`src/rtl/pipe_fp_adder.sv`:
```
// pipe_fp_adder
//   Three-stage pipelined floating-point adder/subtractor with a parametrised
//   format {sign, exp[EXP_W], mant[MANT_W]} (hidden bit not stored).
//   Stage 1 aligns, stage 2 adds/subtracts, stage 3 normalises, rounds and
//   resolves special cases into the registered outputs.
//
// Ports
//   clk_i            clock, rising edge
//   rst_ni           asynchronous active-low reset
//   vld_i / rdy_o    operand handshake (a_i, b_i, sub_i)
//   sub_i            0: a+b, 1: a-b
//   a_i, b_i         operands
//   vld_o / rdy_i    result handshake (answer_o, answer_status_o)
//   answer_o         result
//   answer_status_o  00 normal/zero, 01 overflow, 10 underflow, 11 NaN
//
// Handshake: a transfer happens on a rising edge where valid && ready. The
// whole pipe advances when the output slot is empty or being taken
// (advance = !vld_o || rdy_i), and rdy_o is that advance term, so rdy_o is
// combinational on rdy_i. While stalled every stage and the outputs hold.
//
// Configuration macro FP_ADD_RNE_EN
//   defined   : round to nearest, ties to even; overflow gives +-inf
//   undefined : truncation; overflow saturates to +-max finite
module pipe_fp_adder #(
   parameter  int EXP_W  = 8,
   parameter  int MANT_W = 23,
   localparam int W      = 1 + EXP_W + MANT_W
) (
   input  logic         clk_i,
   input  logic         rst_ni,
   input  logic         vld_i,
   output logic         rdy_o,
   input  logic         sub_i,
   input  logic [W-1:0] a_i,
   input  logic [W-1:0] b_i,
   output logic         vld_o,
   input  logic         rdy_i,
   output logic [W-1:0] answer_o,
   output logic [1:0]   answer_status_o
);
   // significand plus hidden bit plus guard/round/sticky
   localparam int EXT_W = MANT_W + 4;
   // working exponent wide enough for +2 and for -EXT_W without wrapping
   localparam int LZ_W  = $clog2(EXT_W) + 1;
   localparam int EW    = ((EXP_W > LZ_W) ? EXP_W : LZ_W) + 2;
   localparam logic [EXP_W-1:0] EXP_ONES = '1;
   localparam logic [W-1:0]     QNAN = {1'b0, EXP_ONES, 1'b1, {(MANT_W-1){1'b0}}};

   logic advance;
   assign advance = !vld_o || rdy_i;
   assign rdy_o   = advance;

   // ---------------- stage 1: unpack, classify, swap, align ----------------
   logic                  a_s, b_s, a_zero, b_zero, a_inf, b_inf, a_nan, b_nan, swap;
   logic [EXP_W-1:0]      a_e, b_e, big_e, small_e, diff;
   logic [MANT_W-1:0]     a_m, b_m;
   logic [W-2:0]          a_mag, b_mag;
   logic [MANT_W:0]       a_sig, b_sig, big_sig, small_sig;
   logic [EXT_W-1:0]      small_ext, mask, small_al;
   logic                  big_s, small_s, nan_c, inf_c;
   logic [W-1:0]          spc_res;

   assign a_s    = a_i[W-1];
   assign b_s    = b_i[W-1] ^ sub_i;
   assign a_e    = a_i[W-2:MANT_W];
   assign b_e    = b_i[W-2:MANT_W];
   assign a_m    = a_i[MANT_W-1:0];
   assign b_m    = b_i[MANT_W-1:0];
   // subnormals (exp == 0) are treated as zero
   assign a_zero = (a_e == '0);
   assign b_zero = (b_e == '0);
   assign a_inf  = (a_e == EXP_ONES) && (a_m == '0);
   assign b_inf  = (b_e == EXP_ONES) && (b_m == '0);
   assign a_nan  = (a_e == EXP_ONES) && (a_m != '0);
   assign b_nan  = (b_e == EXP_ONES) && (b_m != '0);
   assign a_mag  = a_zero ? '0 : a_i[W-2:0];
   assign b_mag  = b_zero ? '0 : b_i[W-2:0];
   assign a_sig  = a_zero ? '0 : {1'b1, a_m};
   assign b_sig  = b_zero ? '0 : {1'b1, b_m};
   assign swap   = (b_mag > a_mag);
   assign nan_c  = a_nan || b_nan || (a_inf && b_inf && (a_s != b_s));
   assign inf_c  = a_inf || b_inf;

   always_comb begin
      big_s     = swap ? b_s   : a_s;
      small_s   = swap ? a_s   : b_s;
      big_e     = swap ? b_e   : a_e;
      small_e   = swap ? a_e   : b_e;
      big_sig   = swap ? b_sig : a_sig;
      small_sig = swap ? a_sig : b_sig;
      diff      = big_e - small_e;
      small_ext = {small_sig, 3'b000};
      mask      = ~({EXT_W{1'b1}} << diff);
      if (32'(diff) >= 32'(MANT_W + 3))
         small_al = {{(EXT_W-1){1'b0}}, |small_sig};
      else
         small_al = (small_ext >> diff) | {{(EXT_W-1){1'b0}}, |(small_ext & mask)};
      if (nan_c)
         spc_res = QNAN;
      else
         spc_res = {(a_inf ? a_s : b_s), EXP_ONES, {MANT_W{1'b0}}};
   end

   logic             s1_vld, s1_sign, s1_sub, s1_spc;
   logic [EXP_W-1:0] s1_exp;
   logic [EXT_W-1:0] s1_big, s1_small;
   logic [W-1:0]     s1_spc_res;
   logic [1:0]       s1_spc_st;

   always_ff @(posedge clk_i or negedge rst_ni) begin
      if (!rst_ni) begin
         s1_vld <= 1'b0; s1_sign <= 1'b0; s1_sub <= 1'b0; s1_spc <= 1'b0;
         s1_exp <= '0; s1_big <= '0; s1_small <= '0;
         s1_spc_res <= '0; s1_spc_st <= 2'b00;
      end else if (advance) begin
         s1_vld     <= vld_i;
         s1_sign    <= big_s;
         s1_sub     <= big_s ^ small_s;
         s1_spc     <= nan_c || inf_c;
         s1_exp     <= big_e;
         s1_big     <= {big_sig, 3'b000};
         s1_small   <= small_al;
         s1_spc_res <= spc_res;
         s1_spc_st  <= nan_c ? 2'b11 : 2'b00;
      end
   end

   // ---------------- stage 2: add / subtract magnitudes ----------------
   // |big| >= |small| after the swap, so the difference never goes negative
   logic             s2_vld, s2_sign, s2_sub, s2_spc;
   logic [EXP_W-1:0] s2_exp;
   logic [EXT_W:0]   s2_sum;
   logic [W-1:0]     s2_spc_res;
   logic [1:0]       s2_spc_st;

   always_ff @(posedge clk_i or negedge rst_ni) begin
      if (!rst_ni) begin
         s2_vld <= 1'b0; s2_sign <= 1'b0; s2_sub <= 1'b0; s2_spc <= 1'b0;
         s2_exp <= '0; s2_sum <= '0; s2_spc_res <= '0; s2_spc_st <= 2'b00;
      end else if (advance) begin
         s2_vld     <= s1_vld;
         s2_sign    <= s1_sign;
         s2_sub     <= s1_sub;
         s2_spc     <= s1_spc;
         s2_exp     <= s1_exp;
         s2_sum     <= s1_sub ? ({1'b0, s1_big} - {1'b0, s1_small})
                              : ({1'b0, s1_big} + {1'b0, s1_small});
         s2_spc_res <= s1_spc_res;
         s2_spc_st  <= s1_spc_st;
      end
   end

   // ---------------- stage 3: normalise, round, classify ----------------
   int                lz;
   logic [EXT_W-1:0]  norm;
   logic [EW-1:0]     exp_n, exp_r;
   logic [MANT_W+1:0] sig_t, sig_r;
   logic [MANT_W-1:0] mant_r;
   logic [W-1:0]      res;
   logic [1:0]        res_st;

   always_comb begin
      lz = 0;
      for (int i = 0; i < EXT_W; i++)
         if (s2_sum[i]) lz = EXT_W - 1 - i;
      if (s2_sum[EXT_W]) begin
         // carry out: shift right one, folding the lost bit into sticky
         norm  = {s2_sum[EXT_W:2], s2_sum[1] | s2_sum[0]};
         exp_n = EW'(s2_exp) + EW'(1);
      end else begin
         norm  = s2_sum[EXT_W-1:0] << lz;
         exp_n = EW'(s2_exp) - EW'(lz);
      end
      sig_t = (MANT_W+2)'({1'b0, norm} >> 3);
`ifdef FP_ADD_RNE_EN
      // round up when above half, or exactly half with an odd LSB
      sig_r = sig_t + (MANT_W+2)'(norm[2] & (norm[1] | norm[0] | norm[3]));
`else
      sig_r = sig_t;
`endif
      if (sig_r[MANT_W+1]) begin
         exp_r  = exp_n + EW'(1);
         mant_r = sig_r[MANT_W:1];
      end else begin
         exp_r  = exp_n;
         mant_r = sig_r[MANT_W-1:0];
      end
      res    = {s2_sign, exp_r[EXP_W-1:0], mant_r};
      res_st = 2'b00;
      if (s2_spc) begin
         res    = s2_spc_res;
         res_st = s2_spc_st;
      end else if (s2_sum == '0) begin
         // exact cancellation is +0; adding two zeros keeps their sign
         res = {(s2_sub ? 1'b0 : s2_sign), {(W-1){1'b0}}};
      end else if (!exp_r[EW-1] && (exp_r >= EW'(EXP_ONES))) begin
`ifdef FP_ADD_RNE_EN
         res = {s2_sign, EXP_ONES, {MANT_W{1'b0}}};
`else
         res = {s2_sign, EXP_ONES - EXP_W'(1), {MANT_W{1'b1}}};
`endif
         res_st = 2'b01;
      end else if (exp_r[EW-1] || (exp_r == '0)) begin
         res    = {s2_sign, {(W-1){1'b0}}};
         res_st = 2'b10;
      end
   end

   always_ff @(posedge clk_i or negedge rst_ni) begin
      if (!rst_ni) begin
         vld_o           <= 1'b0;
         answer_o        <= '0;
         answer_status_o <= 2'b00;
      end else if (advance) begin
         vld_o           <= s2_vld;
         answer_o        <= res;
         answer_status_o <= res_st;
      end
   end

endmodule

```
`config.mk`:
```
export PLATFORM = sky130hd
export DESIGN_NAME = pipe_fp_adder
export DESIGN_NICKNAME = d
export VERILOG_FILES = /design/src/rtl/pipe_fp_adder.sv
export SDC_FILE = /design/constraint.sdc
export NUM_CORES = 1
export LEC_CHECK = 0
export CAP_MARGIN = 20
export CORE_UTILIZATION = 60
export DETAILED_ROUTE_END_ITERATION = 10
export PLACE_DENSITY = 0.8
export SYNTH_ARGS = -nofsm -noshare
export SYNTH_HDL_FRONTEND = slang
export SYNTH_SLANG_ARGS = --single-unit
```
`constraint.sdc`:
```
create_clock -name clk_i -period 13.55 [get_ports clk_i]
set_clock_uncertainty 0.15 [all_clocks]
set_input_delay 2.71 -clock clk_i [delete_from_list [all_inputs] [get_ports clk_i]]
set_output_delay 2.71 -clock clk_i [all_outputs]
set_load 0.005 [all_outputs]
```
==> out/qor.txt, run 1 <==
Status - finished clean
Worst skew pair latency - 0.43 ns
Ports - 105
Critical path class - input pin to flop
CTS H-tree depth - 4
Worst Hold Class - flop to flop
Via density - 6.544
TNS Setup - 0 ns
CTS root buffer - clkbuf_16
Area grow syn2layout - 12.60%
RSZ-0062 raised after global routing - no
Initial Util - 61.03%
Clock Path Buffers - 2
Vias - 14.21k
Syn nets - 2007
Setup Buffers After CTS - 0
TritonRoute pass-1 iters - 8
Gate Count Post-Synth - 1849
CTS sink cnt - 144
Detailed router's first-iteration violation count - 1484
Core box area - 0.02264 mm2
IO buf count - 104
Inst Count DP - 2140
Placed Area - 0.01494 mm2
CP startpoint kind - input pin
Layout cell share with drive strength beyond 1 - 5.723%
Largest net degree at the start of global routing - 81
CTS tree - yes
Drt drc - 0
Max-slew violations - 0
Power Density - 178.1 mW/mm2
Fin cells - 2172
Vias in the first global route - 12.80k
Slew HR - 35.54%
Final instance area - 0.01556 mm2
Finished Core Util - 68.72%
Mapped cell area - 0.01382 mm2
Fmax - 103.1 MHz
WP data arrival - 9.84 ns
Nets - 2032
Syn_area_per_cell - 7.473 um2
First-pass GRT wire length - 68340 um
Final Hold Viols - 0
Routed WL - 42860 um
Yosys cell types - 88
Antenna violations before repair - 0
GRT Total Usage - 36.21%
CP required - 13.69 ns
Setup crit end kind - flop
Flops & latches, synth - 144
Clk slew on worst S/H paths - 0.07 ns
EDFF count, synth - 0
TritonCTS buffer count - 17
Die H - 153.8 um
Setup violations, final - 0
Tmin final - 9.695 ns
Ys async rst share - 100.0%
Worst slew pin tran - 0.9668 ns
Lkg Pwr - 6.654 nW
Worst vdd ir - 89.83 uV
GP Congestion - 0.9729
HPWL after detailed placement - 32170 um
Sequential area share after synthesis - 26.08%
Post-CTS resize count - 0
Routed WL per cell - 19.73 um
Maximum capacitance violations - 0
Die span in x - 153.8 um
ANT nets after route - 0
Yosys Warn Count - 0
Hold_buf cts - 0
CP max FO - 26
Die Footprint - 0.02364 mm2
Rows - 55
Fin crit share - 71.55%
Diode insertion count for antenna repair - 0
Ys flop type - dfrtp_1
Global route overflow - 0
report_power, final:
group	switching, mW	internal [mW]
Clock	0.221	0.282
Sequential	0.192	0.577
Combinational	0.872	0.627
critical path, cell delays in order:
cell             delay (ns)
clkdlybuf4s50_1        0.61
nor4_1                 0.42
nand2_1                0.60
and2_1                 0.48
ha_1                   0.35
nand4_1                0.17
nor3_1                 0.09
a221o_1                0.33
o21a_1                 0.27
o211ai_1               0.23
a21boi_0               0.23
ha_1                   0.54
inv_1                  0.80
nand2_1                0.19
o22ai_1                0.23
a211oi_1               0.08
mux2i_1                0.28
a21oi_1                0.10
or4_1                  0.49
a2111oi_0              0.44
a41oi_1                0.18
cells in the mapped netlist (8+ instances only):
library cell / count / area (um2)
buf_1: 11 / 41.29
a21o_1: 14 / 105.1
inv_1: 93 / 349.1
mux4_2: 8 / 180.2
a21oi_1: 157 / 785.8
clkbuf_1: 101 / 379.1
mux2i_1: 77 / 770.7
o22ai_1: 17 / 106.4
nor2_1: 209 / 784.5
nand3_1: 49 / 245.2
a221o_1: 10 / 100.1
ha_1: 87 / 1089
and2_1: 17 / 106.4
dfrtp_1: 144 / 3603
and3_1: 16 / 100.1
o21ai_0: 154 / 770.7
o21bai_1: 9 / 67.56
or3_1: 14 / 87.58
mux2_2: 15 / 168.9
xor2_1: 11 / 96.34
nor3_1: 32 / 160.2
o31ai_1: 14 / 105.1
nand2b_1: 13 / 81.33
nand2_1: 250 / 938.4
a211oi_1: 18 / 135.1
o21a_1: 15 / 112.6
nor4_1: 24 / 150.1
o211ai_1: 28 / 210.2
a31oi_1: 29 / 181.4
nor2b_1: 13 / 81.33
a221oi_1: 12 / 105.1
xnor2_1: 35 / 306.5
nand4_1: 22 / 137.6
or2_2: 10 / 62.56
cell type report:
class / instances / area, um2
Multi-Input combinational cell: 1489 / 9418
Fill cell: 1923 / 7082
Sequential cell: 144 / 3603
Timing Repair Buffer: 125 / 1200
Clock buffer: 17 / 425.4
Inverter: 97 / 364.1
Tap cell: 285 / 356.6
Clock inverter: 15 / 191.4
cells in the final DEF, fill, tap and decap left out, types with 29 or more instances in the layout:
cell type,count
a21oi_1,157
clkdlybuf4s50_1,103
a31oi_1,29
nand3_1,49
nand2_1,250
mux2i_1,77
o21ai_0,154
dfrtp_1,144
nor2_1,208
nor3_1,32
inv_1,92
xnor2_1,34
ha_1,87
routing by layer:
| metal | vias to the layer above | track usage, % | wire length [um] |
|---|---|---|---|
| met5 | - | 0 | 0 |
| met4 | 0 | 11.14 | 946 |
| met3 | 76 | 5.468 | 3186 |
| met2 | 647 | 57.47 | 19650 |
| met1 | 6774 | 50.78 | 19080 |
| li1 | 6716 | - | - |
kinds of logic after synthesis:
logic type               count (synthesis)  synth area share [%]
AND/OR/NAND/NOR                        693                 22.65
buffers and inverters                  216                 5.949
multiplexers                           100                 8.104
AO/OA/AOI/OAI                          559                 25.94
flip-flops                             144                 26.08
XOR/XNOR                                47                 3.033
adder cells (fa/ha/maj)                 90                 8.240
state kept, by name (all words and copies together), names as in the netlist, 2 cells and up:
register	count
s1_small	27
s2_spc_res	2
s1_exp	8
s1_big	24
answer_status_o	2
s1_spc_res	2
answer_o	32
s2_sum	28
s2_exp	8
stage by stage:
| stage | worst slack, ns | power [mW] | hold WS (ns) |
|---|---|---|---|
| detailed placement | 3.494 | 2.232 | 0.2952 |
| global placement | 3.705 | 2.204 | 0.2937 |
| CTS | 3.956 | 2.743 | 0.3112 |
| floorplan | 3.767 | 1.742 | 0.2800 |
| finish | 3.855 | 2.771 | 0.3118 |
| global route | 3.407 | 2.952 | 0.3406 |
worst paths after layout:
path / start / to / slack (ns) / cells after the start
worst max-delay path: b_i[27] / s1_small[0] / 3.85 / 21
worst min-delay path: s2_vld / vld_o / 0.31 / 1
worst max register to register: s2_sum[1] / answer_o[18] / 6.96 / 22
worst min register to register: s2_vld / vld_o / 0.31 / 1
max in group asynchronous: rst_ni / s1_spc / 9.76 / 2
min in group asynchronous: rst_ni / answer_o[7] / 2.09 / 1
Note: power is estimated with default switching activity, not from simulation.
==> run 2, diff against run 1 <==
- CORE_UTILIZATION: 60 -> 55
- PLACE_DENSITY: 0.8 -> 0.77
- clock period: 13.55 -> 8.3 ns (I/O delays scaled with it)
==> out/qor.txt, run 2 (synthesized netlist as in run 1, its figures left out) <==
First-pass GRT wire length - 70010 um (+2.4%)
Ports - 105 (unchanged)
Global route overflow - 0 (unchanged)
Initial Util - 56.49% (-4.5 points)
Area grow syn2layout - 13.43%
GP Congestion - 0.9749 (+0.21%)
Worst slew pin tran - 0.9378 ns (-0.02903 ns)
Vias - 14.24k (+0.20%)
Antenna violations before repair - 0 (unchanged)
CP required - 8.42 ns (-5.27 ns)
Clock Path Buffers - 2 (unchanged)
Routed WL per cell - 19.63 um (-0.54%)
Hold slack - 0.3059 ns (-0.005908 ns)
Clk slew on worst S/H paths - 0.08 ns (about the same)
Number of flip-flops under the largest register name - 32 (unchanged)
Most frequent cells in the layout - 250 x nand2_1, 208 x nor2_1, 157 x a21oi_1
Maximum capacitance violations - 0 (unchanged)
TritonRoute pass-1 iters - 6 (-2)
Fin crit share - 92.51%
CP startpoint kind - input pin
Die Footprint - 0.02576 mm2 (+9.0%)
Slew HR - 37.48% (+1.9 points)
CTS root buffer - clkbuf_16
HPWL after detailed placement - 33170 um (+3.1%)
Drt drc - 0 (unchanged)
# fillers - 2197 (+14%)
CP max FO - 26 (unchanged)
Commonest non-fill, non-tap cell in the layout - nand2_1
Setup violations, final - 0 (unchanged)
Post-CTS resize count - 0 (unchanged)
Layout cell share with drive strength beyond 1 - 6.022% (+0.30 points)
Core box area - 0.02446 mm2 (+8.0%)
Final Hold Viols - 0 (unchanged)
Rows - 57 (+3.6%)
GRT Total Usage - 34.05% (-2.2 points)
Fmax - 130.2 MHz
Setup Buffers After CTS - 0 (unchanged)
CTS tree - yes
Area of the multi-input gates - 0.009419 mm2 (about the same)
Tmin final - 7.679 ns
Setup crit end kind - flop
Register area - 0.003603 mm2 (unchanged)
CTS sink cnt - 144 (unchanged)
Worst vdd ir - 172.5 uV (+92%)
Status - finished clean
Biggest register - answer_o
Die span in x - 160.5 um (+4.4%)
RSZ-0062 raised after global routing - no
Via density - 6.421 (-1.9%)
Worst hold stages - 1 (unchanged)
Die H - 160.5 um (+4.4%)
Largest net degree at the start of global routing - 106 (+31%)
FF-to-FF path depth - 22 (unchanged)
Largest registers - answer_o x32, s2_sum x28, s1_small x27
Lkg Pwr - 6.682 nW (+0.42%)
IO buf count - 104 (unchanged)
Nets - 2038 (+0.30%)
Detailed router's first-iteration violation count - 1543 (+4.0%)
Critical path class - input pin to flop
TNS Setup - 0 ns (unchanged)
Power Density - 288.1 mW/mm2 (+62%)
Routed WL - 43530 um (+1.6%)
Max-slew violations - 0 (unchanged)
Hold_buf cts - 0 (unchanged)
TritonCTS buffer count - 17 (unchanged)
CTS H-tree depth - 4 (unchanged)
Worst Hold Class - flop to flop
ANT nets after route - 0 (unchanged)
Vias in the first global route - 13.25k (+3.5%)
Worst skew pair latency - 0.44 ns (about the same)
WP data arrival - 7.80 ns (-2.04 ns)
-- run 2: changes by cell type in the layout (fill, tap and decap cells not counted) --
cell        delta
clkinv_8       +1
a2111oi_0      -1
inv_8          -2
buf_12         +1
buf_4          +5
clkinvlp_4     +1
a2111oi_1      +1
diode_2        +1
clkinv_2       -1
clkinv_4       +1
-- run 2: final timing paths --
check	from	to	slack (ns)
setup reg to reg	s2_sum[1]	answer_o[22]	1.97
hold reg to reg	s2_vld	vld_o	0.31
hold / removal	s2_vld	vld_o	0.31
max in group asynchronous	rst_ni	s1_small[19]	5.63
min in group asynchronous	rst_ni	answer_o[20]	1.09
setup / recovery	b_i[27]	s1_small[0]	0.62
-- run 2: report_power, final --
group	internal (mW)	switching (mW)	leakage, nW	total (mW)
combinational	1.03	1.43	4.61	2.46
clock	0.460	0.353	0.298	0.813
sequential	0.942	0.296	1.77	1.24
-- run 2: worst max-delay path, stage by stage --
cell	delay, ns
clkdlybuf4s50_1	0.59
nor4_1	0.40
nand2_1	0.10
buf_4	0.23
and2_1	0.25
ha_1	0.34
nand4_1	0.18
nor3_1	0.09
a221o_1	0.37
o21a_1	0.26
o21ai_4	0.25
a21boi_0	0.14
ha_1	0.24
and2_1	0.15
a2111oi_1	0.52
or3_1	0.19
a211oi_1	0.11
a2111oi_4	0.44
nand2_1	0.16
a311o_1	0.29
a2111oi_0	0.60
a41oi_1	0.23
-- run 2: layout make-up --
| cell class | count | area share (%) |
|---|---|---|
| flip-flops and latches | 144 | 22.99 |
| multi-input cells | 1489 | 60.09 |
| diodes | 1 | 0.01597 |
| clock buffers | 17 | 2.714 |
| repair buffers | 131 | 8.023 |
| well taps | 324 | 2.586 |
| inverters | 97 | 2.323 |
| clock inverters | 15 | 1.253 |
-- run 2: per-layer routing --
metal	up-vias	part of all wire, %	wire, um	GRT usage [%]
met5	-	0	0	0
met4	0	3.1	1352	12.81
met3	100	8.2	3556	4.236
met2	691	46	19880	54.53
met1	6724	43	18740	46.98
li1	6727	-	-	-
-- run 2: through the flow --
step | util [%] | cells | instance area, um2 | worst slack (ns) | power (mW)
global placement | 61.52 | 2185 | 15050 | 0.5494 | 3.600
floorplan | - | 1849 | 13820 | 0.02326 | 2.845
finish | 64.07 | 2218 | 15670 | 0.6214 | 4.516
detailed placement | 61.52 | 2185 | 15050 | 0.3138 | 3.651
global route | 64.06 | 2217 | 15670 | 0.07531 | 4.816
CTS | 64.06 | 2217 | 15670 | 0.7448 | 4.473
